### src/rtl/mark_pkg.sv
// Shared constants and width helpers for the mark history engine.
package mark_pkg;

  localparam logic [1:0] NAK_NONE   = 2'd0;
  localparam logic [1:0] NAK_POS    = 2'd1;
  localparam logic [1:0] NAK_PLAYER = 2'd2;
  localparam logic [1:0] NAK_OCC    = 2'd3;

  // clog2 that never returns zero, so a 1-entry range still gets a 1-bit field.
  function automatic int unsigned clog2_min1(input int unsigned v);
    return (v > 1) ? $clog2(v) : 1;
  endfunction

  // Width of a counter that must hold values 0..depth inclusive.
  function automatic int unsigned cnt_width(input int unsigned depth);
    return clog2_min1(depth + 1);
  endfunction

endpackage

### src/rtl/mark_ring.sv
// Per-player history FIFO: push appends, push while full overwrites the oldest slot.
module mark_ring
  import mark_pkg::*;
#(
  parameter int unsigned DEPTH = 3,
  parameter int unsigned PW    = 4,
  parameter int unsigned CW    = 2
) (
  input  logic          clk,
  input  logic          reset,
  input  logic          i_clear,
  input  logic          i_push,
  input  logic [PW-1:0] i_data,
  output logic [CW-1:0] o_count,
  output logic [PW-1:0] o_oldest,
  output logic          o_full
);

  localparam int unsigned AW = clog2_min1(DEPTH);

  logic [PW-1:0] r_mem [DEPTH];
  logic [AW-1:0] r_head;
  logic [AW-1:0] r_tail;
  logic [CW-1:0] r_count;
  logic          w_full;

  function automatic logic [AW-1:0] next_ptr(input logic [AW-1:0] ptr);
    return (ptr == AW'(DEPTH - 1)) ? '0 : ptr + AW'(1);
  endfunction

  assign w_full   = (r_count == CW'(DEPTH));
  assign o_full   = w_full;
  assign o_count  = r_count;
  assign o_oldest = r_mem[r_tail];

  // Ring storage and pointers; when full, head and tail coincide so the write lands on the oldest slot.
  always_ff @(posedge clk or negedge reset) begin
    if (!reset) begin
      for (int i = 0; i < int'(DEPTH); i++) r_mem[i] <= '0;
      r_head  <= '0;
      r_tail  <= '0;
      r_count <= '0;
    end else if (i_clear) begin
      r_head  <= '0;
      r_tail  <= '0;
      r_count <= '0;
    end else if (i_push) begin
      r_mem[r_head] <= i_data;
      r_head        <= next_ptr(r_head);
      if (w_full) r_tail  <= next_ptr(r_tail);
      else        r_count <= r_count + CW'(1);
    end
  end

endmodule

### src/rtl/mark_history_engine.sv
// Board occupancy with a bounded per-player mark history; oldest mark fades on overflow.
module mark_history_engine
  import mark_pkg::*;
#(
  parameter  int unsigned CELLS   = 9,
  parameter  int unsigned PLAYERS = 2,
  parameter  int unsigned DEPTH   = 3,
  localparam int unsigned PW      = clog2_min1(CELLS),
  localparam int unsigned IW      = clog2_min1(PLAYERS),
  localparam int unsigned CW      = cnt_width(DEPTH)
) (
  input  logic                     clk,
  input  logic                     reset,
  input  logic                     enable,
  input  logic                     clear,
  input  logic                     move_valid,
  input  logic [IW-1:0]            move_player,
  input  logic [PW-1:0]            move_pos,
  output logic [PLAYERS*CELLS-1:0] grid,
  output logic                     move_ack,
  output logic                     move_nak,
  output logic [1:0]               nak_code,
  output logic [PLAYERS*CW-1:0]    mark_count,
  output logic [PLAYERS*PW-1:0]    fade_pos,
  output logic [PLAYERS-1:0]       fade_valid
);

  localparam int unsigned GW     = clog2_min1(PLAYERS * CELLS);
  localparam int unsigned NSLOTS = 1 << PW;

  logic [PLAYERS*CELLS-1:0]       r_grid;
  logic                           r_ack;
  logic                           r_nak;
  logic [1:0]                     r_nak_code;

  logic [NSLOTS-1:0]              w_col_occ;
  logic                           w_eval;
  logic                           w_accept;
  logic [1:0]                     w_code;
  logic [PLAYERS-1:0]             w_push;
  logic [PLAYERS-1:0]             w_full;
  logic [PLAYERS-1:0][PW-1:0]     w_oldest;
  logic [PLAYERS-1:0][CW-1:0]     w_count;
  logic [PLAYERS*CELLS-1:0]       w_grid_nxt;

  assign w_eval = move_valid && enable && !clear;

  // Column occupancy: a cell is taken if any player holds it; unused slots read as free.
  always_comb begin
    w_col_occ = '0;
    for (int p = 0; p < int'(PLAYERS); p++) begin
      for (int c = 0; c < int'(CELLS); c++) begin
        w_col_occ[PW'(c)] = w_col_occ[PW'(c)] | r_grid[GW'(p * int'(CELLS) + c)];
      end
    end
  end

  // Priority-ordered move checks and per-player push decode.
  always_comb begin
    w_code = NAK_NONE;
    if (32'(move_pos) >= CELLS)         w_code = NAK_POS;
    else if (32'(move_player) >= PLAYERS) w_code = NAK_PLAYER;
    else if (w_col_occ[move_pos])       w_code = NAK_OCC;
    w_accept = w_eval && (w_code == NAK_NONE);
    for (int p = 0; p < int'(PLAYERS); p++) begin
      w_push[p] = w_accept && (move_player == IW'(p));
    end
  end

  // Next grid: drop the mover's fading mark (if full) and set the new mark in one edge.
  always_comb begin
    w_grid_nxt = r_grid;
    for (int p = 0; p < int'(PLAYERS); p++) begin
      if (w_push[p]) begin
        if (w_full[p]) w_grid_nxt[GW'(p * int'(CELLS)) + GW'(w_oldest[p])] = 1'b0;
        w_grid_nxt[GW'(p * int'(CELLS)) + GW'(move_pos)] = 1'b1;
      end
    end
  end

  // Grid and handshake registers; clear wins over any move.
  always_ff @(posedge clk or negedge reset) begin
    if (!reset) begin
      r_grid     <= '0;
      r_ack      <= 1'b0;
      r_nak      <= 1'b0;
      r_nak_code <= NAK_NONE;
    end else if (clear) begin
      r_grid     <= '0;
      r_ack      <= 1'b0;
      r_nak      <= 1'b0;
      r_nak_code <= NAK_NONE;
    end else begin
      r_grid     <= w_grid_nxt;
      r_ack      <= w_accept;
      r_nak      <= w_eval && (w_code != NAK_NONE);
      r_nak_code <= w_eval ? w_code : NAK_NONE;
    end
  end

  assign grid     = r_grid;
  assign move_ack = r_ack;
  assign move_nak = r_nak;
  assign nak_code = r_nak_code;

  // One history ring per player; outputs packed into the flat per-player buses.
  for (genvar g = 0; g < int'(PLAYERS); g++) begin : g_player
    mark_ring #(
      .DEPTH (DEPTH),
      .PW    (PW),
      .CW    (CW)
    ) u_ring (
      .clk      (clk),
      .reset    (reset),
      .i_clear  (clear),
      .i_push   (w_push[g]),
      .i_data   (move_pos),
      .o_count  (w_count[g]),
      .o_oldest (w_oldest[g]),
      .o_full   (w_full[g])
    );

    assign mark_count[g*CW +: CW] = w_count[g];
    assign fade_valid[g]          = w_full[g];
    assign fade_pos[g*PW +: PW]   = w_full[g] ? w_oldest[g] : '0;
  end

endmodule

### config.mk
export PLATFORM = sky130hd
export DESIGN_NAME = mark_history_engine
export DESIGN_NICKNAME = d
export VERILOG_FILES = /design/src/rtl/mark_pkg.sv /design/src/rtl/mark_ring.sv /design/src/rtl/mark_history_engine.sv
export SDC_FILE = /design/constraint.sdc
export NUM_CORES = 1
export LEC_CHECK = 0
export ABC_AREA = 1
export BUFFER_PORTS_ARGS = -buffer_cell sky130_fd_sc_hd__buf_4
export CORE_UTILIZATION = 50
export CTS_BUF_LIST = sky130_fd_sc_hd__clkbuf_8
export DETAILED_ROUTE_END_ITERATION = 10
export HOLD_SLACK_MARGIN = 0.05
export PLACE_DENSITY = 0.77
export RECOVER_POWER = 25
export SLEW_MARGIN = 20
export SYNTH_ARGS = -nofsm -noshare
export SYNTH_HDL_FRONTEND = slang
export SYNTH_HIERARCHICAL = 1
export SYNTH_SLANG_ARGS = --single-unit
### constraint.sdc
create_clock -name clk -period 1.9 [get_ports clk]
set_input_delay 0.19 -clock clk [delete_from_list [all_inputs] [get_ports clk]]
set_output_delay 0.19 -clock clk [all_outputs]
set_load 0.005 [all_outputs]
==> results of run 1 <==
==> critical path: stages, from the launching register on <==
cell and delay (ns):
dfrtp_2 0.47, buf_12 0.15, nand3_1 0.10, nand3_2 0.17, a21oi_2 0.23, o21ai_0 0.13
or2_2 0.30, a21oi_1 0.12, o21ai_0 0.09
==> repair_timing <==
item,4_1_cts,5_1_grt
setup endpoints to repair,3,27
hold buffers,1,0
setup buffers,0,8
endpoints found under the hold margin,58,0
gates resized for setup,7,23
pin swaps,0,2
==> layer usage <==
layer / GRT usage [%] / vias up / part of all wire, %
li1: - / 1593 / -
met1: 33.6 / 1531 / 44
met2: 39.9 / 118 / 47
met3: 4.37 / 32 / 5.0
met4: 16.1 / 0 / 3.9
met5: 0 / - / 0
==> worst max-delay path by stage <==
stage                                             from  cells after the start          end  slack, ns
after global placement    g_player[1].u_ring/r_tail[1]                      9     grid[17]      -0.01
after CTS                 g_player[0].u_ring/r_tail[1]                      6  fade_pos[1]       0.02
after detailed placement  g_player[1].u_ring/r_tail[1]                      9     grid[17]      -0.07
final                     g_player[1].u_ring/r_tail[1]                      8     grid[17]       0.03
after floorplan           g_player[1].u_ring/r_tail[1]                      9     grid[17]       0.23
after global routing      g_player[1].u_ring/r_tail[0]                     10     grid[17]      -0.06
==> sequential cells by signal, indices dropped and copies added (netlist names) <==
register	count
g_player.u_ring/r_mem	24
grid	18
g_player.u_ring/o_count	4
g_player.u_ring/r_head	4
g_player.u_ring/r_tail	4
nak_code	2
move_ack	1
move_nak	1
==> per-stage QoR <==
| stage | TNS (ns) | total power [W] | utilization, % |
|---|---|---|---|
| after global placement | -0.0102 | 0.00169 | 59.0 |
| after global routing | -0.117 | 0.00295 | 64.7 |
| after CTS | 0 | 0.00281 | 62.4 |
| final | 0 | 0.00282 | 64.7 |
| after detailed placement | -0.107 | 0.00170 | 59.0 |
| after floorplan | 0 | 0.00155 | - |
==> cells in the mapped netlist <==
cell | number | share of area, %
inv_1 | 50 | 5.7
dfrtp_1 | 58 | 44
nand4_1 | 3 | 0.57
nand2_2 | 4 | 0.77
nand3_1 | 76 | 12
nor4_1 | 1 | 0.19
o21ai_0 | 15 | 2.3
o21ai_1 | 3 | 0.46
nand4_4 | 2 | 1.3
nand3_2 | 1 | 0.31
clkinv_1 | 2 | 0.23
ha_1 | 2 | 0.77
nor3_1 | 2 | 0.31
inv_2 | 4 | 0.46
a21oi_1 | 13 | 2.0
clkbuf_1 | 1 | 0.11
a21o_1 | 1 | 0.23
buf_6 | 3 | 1.0
nand3b_1 | 2 | 0.46
nor2_4 | 8 | 2.8
nor2_1 | 57 | 6.5
or2_2 | 1 | 0.19
nand2_1 | 139 | 16
nor2_2 | 4 | 0.77
a21oi_4 | 1 | 0.50
==> kinds of logic (layout without fill, tap and decap cells) <==
kind of cell | after synthesis | count (layout)
simple gates | 300 | 300
compound gates | 33 | 33
buf+inv | 60 | 134
fa+ha+maj | 2 | 2
flops | 58 | 58
==> power by group through the flow <==
stage	clock, W	combinational (W)	sequential, W
floorplan	0	0.000233	0.00132
global placement	0	0.000355	0.00133
detailed placement	0	0.000368	0.00133
CTS	0.00112	0.000379	0.00131
global route	0.00117	0.000462	0.00131
finish	0.00110	0.000414	0.00131
==> cell type report <==
type	instances	area (sq um)
multi-input combinational	335	1660
timing repair buffer	62	478
clock inverter	7	61.3
inverter	56	210
sequential	58	1450
tap	77	96.3
clock buffer	9	124
fill	556	2230
==> qor.csv, run 1 <==
metric,value,unit
status,finished clean,
grt-ovfl-total,0,
final_cell_mix,"nand2_1, nand3_1, dfrtp_1, inv_1, nor2_1",
ys_seq_elements,58,
synth_top_family_by_area,simple AND/OR/NAND/NOR gates,
skew,0.0137,ns
grt_max_degree,59,
yosys_warnings,6,
synth.avg_cell_area,7.21,sq um
clkTransAtPathRegs,0.07,ns
p_sw,0.000830,W
diodes,0,
synthSimpleGateAreaFrac,41.8,%
finish.instance_area,0.00409,sq mm
start_util,51.8,%
maxSlewHeadroom,14.9,%
p_leak,2.16,nW
dr.pass1.iters,5,
holdPathStages,3,
rr_startpoint,g_player[1].u_ring/r_tail[1],
syn_nets,465,
num-nets-final,534,
final_common_cell,nand2_1,
root_buffer,clkbuf_8,
rrSetupSlack,0.03,ns
end_kind,flip-flop,
power_switching_share,29.5,%
wire_per_inst,14.2,microns
synthXorXnorAreaFrac,0,%
arrival,2.09,ns
viasPerCell,5.42,
syn_inst,453,
peakVddDrop,0.431,mV
pin_count,46,
antenna_found_initial,0,
pwr-share-clk,38.9,%
power.internal,0.00199,W
synth_area,0.00327,sq mm
r2r_cells,8,
die_h,82.8,microns
fin_ws,0.0341,ns
worst_skew_pair.late_latency,0.35,ns
die_area,0.00686,sq mm
stdcell_count,604,
synthMuxAreaShare,0,%
crit_type,flip-flop to flip-flop,
timing.final.crit_share,98.2,%
post_route_cells_drive_above_1_share,23.3,%
synth-compound-area-share,5.47,%
fp.coreArea,0.00631,sq mm
dpl_cell_area,0.00372,sq mm
grtUsageTotal,25.8,%
first_global_vias,3065,
cts.htree.levels,3,
dp_cells,579,
cp-start-kind,flip-flop,
hold_class,input port to flip-flop,
cts_tree,yes,
min_to,g_player[0].u_ring/r_mem[6],
min_from,move_pos[2],
slew_violations,0,
vias,3274,
whs,0.173,ns
pwr-share-seq,46.4,%
drt-initial-drc-count,177,
clockBufferDepth,2,
ys_seq_area_share,44.4,%
rsz0062_at_grt,yes,
place_congestion,0.937,
cts_sinks,58,
hpwl,6.20,mm
worst_slew_pin_slew,1.28,ns
postRouteAntennaNets,0,
port_buffers,45,
critical_path_required,2.12,ns
hold_viol,0,
min_period,1.87,ns
max_cap_viol_count,0,
power_frac_comb,14.7,%
area_delta_synth_final,25.0,%
place_ws,-0.0662,ns
synth.distinct_cells,25,
fmax,0.536,GHz
final-setup-viol-count,0,
rows,29,
drc,0,
power_density,690,mW/mm^2
synthAdderAreaFrac,0.766,%
die_w,82.8,microns
cp_max_fo,5,
drt-total-wl,8.61,mm
timing.rr.end,grid[17],
grt_pass1_wl,14.1,mm
cts_buffers,9,
No activity file was read; power rests on OpenSTA's default activity.
==> inputs of run 2 (changes only) <==
- MAX_ROUTING_LAYER: unset -> met4
==> qor.csv, run 2 (synthesized netlist as in run 1, its figures left out) <==
metric,value,unit,change
status,finished clean,,
final_cell_mix,"nand2_1, nand3_1, dfrtp_1, buf_4, inv_1",,
largest_reg_flops,24,,unchanged
cp_max_fo,5,,unchanged
first_global_vias,3146,,+2.6%
fmax,0.542,GHz,+1.2%
die_area,0.00686,sq mm,unchanged
vias,3272,,-0.061%
cts.htree.levels,3,,unchanged
cts_tree,yes,,
post_route_cells_drive_above_1_share,22.3,%,-0.99 points
cts_sinks,58,,unchanged
drt-initial-drc-count,189,,+6.8%
dr.pass1.iters,4,,-1
slew_violations,0,,unchanged
pin_count,46,,unchanged
dpl_cell_area,0.00375,sq mm,+0.60%
cts_buffers,9,,unchanged
max_cap_viol_count,0,,unchanged
min_period,1.84,ns,-0.0213 ns
start_util,51.8,%,unchanged
maxSlewHeadroom,14.6,%,-0.27 points
finish.instance_area,0.00409,sq mm,+0.12%
stdcell_count,605,,+0.17%
cp-start-kind,flip-flop,,
peakVddDrop,0.488,mV,+13%
diodes,0,,unchanged
timing.final.crit_share,97.1,%,-1.1 points
skew,0.00652,ns,-0.00718 ns
wire_per_inst,14.2,microns,-0.20%
critical_path_required,1.71,ns,-0.41 ns
grt_pass1_wl,14.6,mm,+3.8%
final-setup-viol-count,0,,unchanged
area_delta_synth_final,25.2,%,
hold_class,input port to flip-flop,,
grt_max_degree,59,,unchanged
p_total,0.00286,W,+1.3%
port_buffers,45,,unchanged
antenna_found_initial,0,,unchanged
nFillCells,558,,+0.36%
hpwl,6.25,mm,+0.71%
clkTransAtPathRegs,0.06,ns,about the same
p_leak,2.17,nW,+0.40%
utilization,64.8,%,+0.079 points
clockBufferDepth,2,,unchanged
place_congestion,0.866,,-7.5%
end_kind,output port,,
drc,0,,unchanged
drt-total-wl,8.60,mm,about the same
final_common_cell,nand2_1,,
hold_viol,0,,unchanged
worst_skew_pair.late_latency,0.35,ns,about the same
grt-ovfl-total,0,,unchanged
rows,29,,unchanged
viasPerCell,5.41,,-0.23%
power_density,698,mW/mm^2,+1.2%
grtUsageTotal,27.5,%,+1.8 points
postRouteAntennaNets,0,,unchanged
arrival,1.65,ns,-0.44 ns
dp_cells,582,,+0.52%
root_buffer,clkbuf_8,,
largest-register,g_player.u_ring/r_mem,,
die_h,82.8,microns,unchanged
fp.coreArea,0.00631,sq mm,unchanged
num-nets-final,535,,+0.19%
worst_slew_pin_slew,1.28,ns,+0.00407 ns
whs,0.177,ns,+0.00390 ns
die_w,82.8,microns,unchanged
crit_type,flip-flop to output port,,
run 2: power by group:
group / internal (W) / switching, W
sequential: 0.00128 / 0.0000301
combinational: 0.000121 / 0.000282
clock: 0.000660 / 0.000483
total: 0.00206 / 0.000796
run 2: what timing repair did:
action	in CTS	in global routing
hold buffers	1	0
endpoints found under the setup margin	3	35
setup buffers	0	6
hold endpoints to repair	58	0
pin swaps	0	1
gates resized for setup	4	23
run 2: per-stage QoR:
step	setup slack, ns	setup TNS (ns)
detailed placement	-0.0502	-0.0712
floorplan	0.229	0
global route	-0.0312	-0.0900
finish	0.0555	0
CTS	0.0173	0
global placement	0.00731	0
run 2: area by class of cell:
| cell class | instances | area [sq um] | share of cell area (%) |
|---|---|---|---|
| flip-flops and latches | 58 | 1450 | 35.5 |
| repair buffers | 63 | 473 | 11.6 |
| multi-input cells | 335 | 1660 | 40.6 |
| well taps | 77 | 96.3 | 2.36 |
| inverters | 56 | 210 | 5.14 |
| clock inverters | 5 | 46.3 | 1.13 |
| clock buffers | 11 | 151 | 3.70 |
run 2: worst paths after layout:
kind,start,end,slack (ns),cells after the start
max reg2reg,g_player[1].u_ring/r_tail[1],grid[17],0.11,9
min in group asynchronous,reset,nak_code[0],0.67,2
max,g_player[0].u_ring/r_tail[0],fade_pos[0],0.06,7
min,move_pos[2],g_player[1].u_ring/r_mem[6],0.18,3
max in group asynchronous,reset,g_player[0].u_ring/r_tail[1],0.35,2
min reg2reg,g_player[1].u_ring/r_mem[3],g_player[1].u_ring/r_mem[3],0.47,2
run 2: layer usage:
layer | vias up | track usage (%) | part of all wire (%)
met1 | 1560 | 35.1 | 43
met4 | 0 | 12.5 | 2.5
met2 | 104 | 43.3 | 50
met5 | - | - | 0
met3 | 19 | 4.57 | 4.7
li1 | 1589 | - | -
run 2: critical path, cell delays in order, from the launching register on:
cell     delay, ns
dfrtp_1       0.40
buf_4         0.15
nor2_4        0.14
nand2_1       0.07
nand3_1       0.17
nand2_1       0.12
inv_1         0.13
buf_4         0.12
